==> config.mk <==
export PLATFORM = sky130hd
export DESIGN_NAME = fifo_ptr_ctrl
export DESIGN_NICKNAME = d
export VERILOG_FILES = /design/src/rtl/fifo_pkg.sv /design/src/rtl/fifo_ptr_cnt.sv /design/src/rtl/fifo_ptr_ctrl.sv
export SDC_FILE = /design/constraint.sdc
export NUM_CORES = 1
export LEC_CHECK = 0
export ABC_AREA = 1
export CAP_MARGIN = 40
export CORE_UTILIZATION = 62
export CTS_CLUSTER_DIAMETER = 60
export DETAILED_ROUTE_END_ITERATION = 8
export PLACE_DENSITY = 0.83
export SKIP_LAST_GASP = 1
export SYNTH_ARGS = -nofsm -noshare
export SYNTH_HDL_FRONTEND = slang
export SYNTH_HIERARCHICAL = 1
export SYNTH_SLANG_ARGS = --single-unit
==> constraint.sdc <==
create_clock -name clk_in -period 3.3 [get_ports clk_in]
set_input_delay 0.99 -clock clk_in [delete_from_list [all_inputs] [get_ports clk_in]]
set_output_delay 0.99 -clock clk_in [all_outputs]
set_load 0.03 [all_outputs]
==> src/rtl/fifo_pkg.sv <==
// fifo_pkg: wrapping pointer type, pointer increment and threshold legality check
package fifo_pkg;
  localparam int ADDR_W = 32;
  typedef struct packed {
    logic              wrap;
    logic [ADDR_W-1:0] addr;
  } ptr_t;
  function automatic ptr_t ptr_inc(input ptr_t p, input int depth);
    ptr_t r;
    logic last;
    last = p.addr == ADDR_W'(depth - 1);
    r.wrap = p.wrap ^ last;
    r.addr = last ? '0 : p.addr + ADDR_W'(1);
    return r;
  endfunction
  function automatic bit thresh_ok(input int ae, input int af, input int depth);
    return depth >= 2 && ae >= 0 && ae < af && af <= depth;
  endfunction
endpackage

==> src/rtl/fifo_ptr_cnt.sv <==
// fifo_ptr_cnt: one wrapping pointer with wrap bit (clk_in, areset_b, clr, en -> ptr address, nxt next-state)
module fifo_ptr_cnt
  import fifo_pkg::*;
#(
  parameter int DEPTH    = 8,
  parameter int PTR_SIZE = $clog2(DEPTH)
) (
  input  logic                clk_in,
  input  logic                areset_b,
  input  logic                clr,
  input  logic                en,
  output logic [PTR_SIZE-1:0] ptr,
  output ptr_t                nxt
);
  ptr_t q;
  always_comb nxt = clr ? '0 : en ? ptr_inc(q, DEPTH) : q;
  always_ff @(posedge clk_in) begin
    if (!areset_b) q <= '0;
    else q <= nxt;
  end
  assign ptr = q.addr[PTR_SIZE-1:0];
endmodule

==> src/rtl/fifo_ptr_ctrl.sv <==
// fifo_ptr_ctrl: FIFO read/write pointer controller (push/pop/flush/err_clr in; enables, pointers, fill count, status and sticky errors out)
module fifo_ptr_ctrl
  import fifo_pkg::*;
#(
  parameter int DEPTH         = 8,
  parameter int PTR_SIZE      = $clog2(DEPTH),
  parameter int AF_THRESH     = DEPTH - 1,
  parameter int AE_THRESH     = 1,
  parameter bit FULL_PASSTHRU = 1'b0
) (
  input  logic                clk_in,
  input  logic                areset_b,
  input  logic                wr_req,
  input  logic                rd_req,
  input  logic                flush,
  input  logic                err_clr,
  output logic                wr_en,
  output logic                rd_en,
  output logic [PTR_SIZE-1:0] wr_ptr,
  output logic [PTR_SIZE-1:0] rd_ptr,
  output logic [PTR_SIZE:0]   fill_cnt,
  output logic                full,
  output logic                empty,
  output logic                almost_full,
  output logic                almost_empty,
  output logic                overflow,
  output logic                underflow
);
  localparam logic [PTR_SIZE:0] AF_W = (PTR_SIZE + 1)'(AF_THRESH);
  localparam logic [PTR_SIZE:0] AE_W = (PTR_SIZE + 1)'(AE_THRESH);
  if (!thresh_ok(AE_THRESH, AF_THRESH, DEPTH)) begin : g_bad_cfg
    $error("fifo_ptr_ctrl: need DEPTH>=2 and 0 <= AE_THRESH < AF_THRESH <= DEPTH");
  end
  ptr_t              wp_n, rp_n;
  logic [PTR_SIZE:0] cnt_n;
  logic              ovf_n, unf_n;
  assign rd_en = rd_req & ~empty & ~flush;
  assign wr_en = wr_req & ~flush & (~full | (FULL_PASSTHRU & rd_en));
  fifo_ptr_cnt #(.DEPTH(DEPTH), .PTR_SIZE(PTR_SIZE)) u_wr (
    .clk_in(clk_in), .areset_b(areset_b), .clr(flush), .en(wr_en), .ptr(wr_ptr), .nxt(wp_n)
  );
  fifo_ptr_cnt #(.DEPTH(DEPTH), .PTR_SIZE(PTR_SIZE)) u_rd (
    .clk_in(clk_in), .areset_b(areset_b), .clr(flush), .en(rd_en), .ptr(rd_ptr), .nxt(rp_n)
  );
  always_comb begin
    cnt_n = flush ? '0 : (wr_en & ~rd_en) ? fill_cnt + 1'b1 : (rd_en & ~wr_en) ? fill_cnt - 1'b1 : fill_cnt;
    ovf_n = (wr_req & ~wr_en & ~flush) | (overflow & ~err_clr);
    unf_n = (rd_req & ~rd_en & ~flush) | (underflow & ~err_clr);
  end
  always_ff @(posedge clk_in) begin
    if (!areset_b) begin
      fill_cnt     <= '0;
      full         <= 1'b0;
      empty        <= 1'b1;
      almost_full  <= 1'b0;
      almost_empty <= 1'b1;
      overflow     <= 1'b0;
      underflow    <= 1'b0;
    end else begin
      fill_cnt     <= cnt_n;
      full         <= (wp_n.addr == rp_n.addr) && (wp_n.wrap != rp_n.wrap);
      empty        <= wp_n == rp_n;
      almost_full  <= cnt_n >= AF_W;
      almost_empty <= cnt_n <= AE_W;
      overflow     <= ovf_n;
      underflow    <= unf_n;
    end
  end
endmodule

==> summary.md <==
| Metric | Value |
|---|---|
| Cell variety after synth | 31 |
| Clock Tree Buf Depth | 2 |
| Internal reg-to-reg setup slack | 0.53 ns |
| Congestion Overflow GR | 0 |
| Mapped Area | 5460 um2 |
| Fraction of registers with async set/reset | 0% |
| Skew final | 0.0108 ns |
| Global-route wire length before repair | 24.1 mm |
| Vias | 5655 |
| Nets | 935 |
| First DRT Iteration DRCs | 359 |
| Period Utilization, post-route | 90.0% |
| Root buf cell | clkbuf_8 |
| Largest cells by area after synthesis | dfxtp_1 28%, nand2_1 12%, nor2_1 11% |
| CTS clk-pin slew, worst paths | 0.08 ns |
| CTS Sinks | 76 |
| Final count of hold timing violations | 0 |
| Mapped Nets | 867 |
| Slew @ Worst Pin | 0.566 ns |
| Number of synthesized flops with an enable pin | 0 |
| Worst Setup End Kind | register |
| Crit-path max FO | 8 |
| Fmax | 337 MHz |
| Post-CTS Hold Buffers | 0 |
| #FFs+latches synth | 76 |
| Io pins | 24 |
| Largest area contributor in the netlist | dfxtp_1 |
| Kind of critical path | input port to register |
| Fin crit period | between 2 and 3 ns |
| Fraction of layout cells with a size suffix above 1 | 17.8% |
| Synth top cells by count | 181 x nand2_1, 160 x nor2_1, 112 x inv_1, 87 x nand3_1, 76 x dfxtp_1 |
| # fillers | 639 |
| Initial core utilization | about two thirds |
| GP Congestion | 0.955 |
| Crit path required time | 3.59 ns |
| Design Area, Final | around 6400 um2 |
| CTS tree | yes |
| DR DRC count | 0 |
| Sequential area share after synthesis | 27.9% |
| RSZ-0062 raised after global routing | no |
| Syn_area_per_cell | 6.37 um2 |
| Slew Viols, Final | 0 |
| Clock Latency Late Sink | 0.36 ns |
| Max_cap viols | 0 |
| Startpoint types | input port |
| Status | finished, final reports clean |
| Leakage power | between 3 and 4 nW |
| Top_reg_cell synth | dfxtp_1 |
| Chip width | 95.8 um |
| P&R area growth vs syn | 16.8% |
| Inserted Clock Buffers | 9 |
| Final setup vio count | 0 |
| Max_slew headroom | a little over 60% |
| Final TNS setup | 0 ns |
| Flip-flop and latch area | 1520 um2 |
| Mapped Cells | roughly 860 |
| # port buffers | 23 |
| Top-count cell post-synth | nand2_1 |
| Area after DPL | 6110 um2 |
| Diodes inserted | 0 |
| Core area | 8380 um2 |
| Die area | 9180 um2 |
| Detailed Place HPWL | about 11 mm |
| Vias in the first global route | roughly 5400 |
| Critical Path AT | 3.26 ns |
| Post-DRT Antenna Nets | 0 |
| Max IR drop VDD | 0.173 mV |
| Worst hold path class | register to register |
| Post-DR vias/cell | 5.46 |
| Die height | 95.8 um |
| H-tree depth | 3 |
| Synth warnings | 6 |
| Total GRT Usage | 34.4% |
| Final WL | around 15 mm |
| Row count | 33 |
| Initial antenna violation count | 0 |
| Drt pass-1 iters | 6 |
| Wire length per cell | 14.3 um |
| Power per cell area | 289 nW/um2 |
| Synth top area share | 27.9% |
| Multi-input gate area | 3370 um2 |
| Pin count of the biggest net entering global routing | 71 |
[logic make-up (layout without fill, tap and decap cells)]
family / count (synthesis) / in the layout / synth area share (%)
adders and majority gates: 4 / 4 / 0.917
muxes: 2 / 2 / 0.367
DFF: 76 / 76 / 27.9
AOI/OAI and AO/OA: 16 / 16 / 1.74
and+or+nand+nor: 562 / 562 / 49.8
xor gates and xnor gates: 53 / 53 / 8.51
buffers and inverters: 144 / 217 / 10.8
[registers in the layout, indices dropped and copies added (netlist names)]
signal,flops
u_rd/ptr,3
almost_full,1
u_wr/ptr,3
underflow,1
overflow,1
fill_cnt,4
empty,1
full,1
almost_empty,1
u_rd/q,30
u_wr/q,30
[power by group]
part | switching [mW] | internal (mW) | total [mW] | leakage (nW)
Clock | 0.356 | 0.443 | 0.799 | 0.113
Combinational | 0.0805 | 0.0358 | 0.116 | 2.29
Sequential | 0.00420 | 0.920 | 0.924 | 0.612
[routing by layer]
layer  up-vias  track usage [%]  wire, um
met3        48             8.45      1060
li1       2797                -         -
met2       232             59.0      7230
met4         0             19.4       626
met1      2578             38.8      5920
met5         -                0         0
[area by class of cell]
class,count,area share [%]
clock buffers,11,2.22
clock inverters,5,1.18
inverters,119,7.05
multi-input cells,637,52.9
flip-flops and latches,76,23.9
well taps,105,2.06
repair buffers,82,10.7
[through the flow]
step / setup WS [ns] / hold WS (ns) / power [mW] / util [%] / instances
final: 0.329 / 0.476 / 1.84 / 76.1 / 1035
after global routing: 0.160 / 0.495 / 1.89 / 76.1 / 1035
after CTS: 0.0654 / 0.481 / 1.85 / 75.5 / 1033
after detailed placement: -0.382 / 0.468 / 1.06 / 72.9 / 1017
after global placement: -0.237 / 0.456 / 1.05 / 72.9 / 1017
after floorplan: 0.358 / 0.520 / 1.02 / - / 857
[worst max-delay path: stages]
cell      delay, ns
buf_2          0.13
inv_4          0.10
nand2_2        0.07
nor2_4         0.14
buf_6          0.14
nand2_2        0.07
nor2_4         0.16
nand2_4        0.09
buf_4          0.14
inv_2          0.04
nand2_1        0.07
o21bai_1       0.15
nand3_1        0.15
inv_1          0.11
xnor2_1        0.13
nand2_1        0.08
nor2_1         0.12
nand2_1        0.07
nor2_2         0.09
nand2_1        0.08
nor2_1         0.11
[worst paths after layout]
kind,startpoint,end,cells after the start
max reg2reg,u_wr/ptr[0]$_SDFF_PN0_,full$_SDFF_PN0_,17
max,flush,full$_SDFF_PN0_,21
min,overflow$_SDFF_PN0_,overflow$_SDFF_PN0_,2
min reg2reg,overflow$_SDFF_PN0_,overflow$_SDFF_PN0_,2
[cells in the final DEF (no fill, tap or decap), types with 18 or more instances in the layout]
cell and count:
clkdlybuf4s50_1 18, nor3_1 32, nand3_1 87, buf_4 59, inv_1 112, nand4_1 20
nor2_1 157, dfxtp_1 76, xnor2_1 41, nor2_2 20, nand2_1 181
[what timing repair did]
action | CTS | global route
setup buffers | 0 | 2
resized for setup | 1 | 8
setup endpoints to repair | 2 | 2
pin swaps | 0 | 5
(Power assumes the default switching activity.)
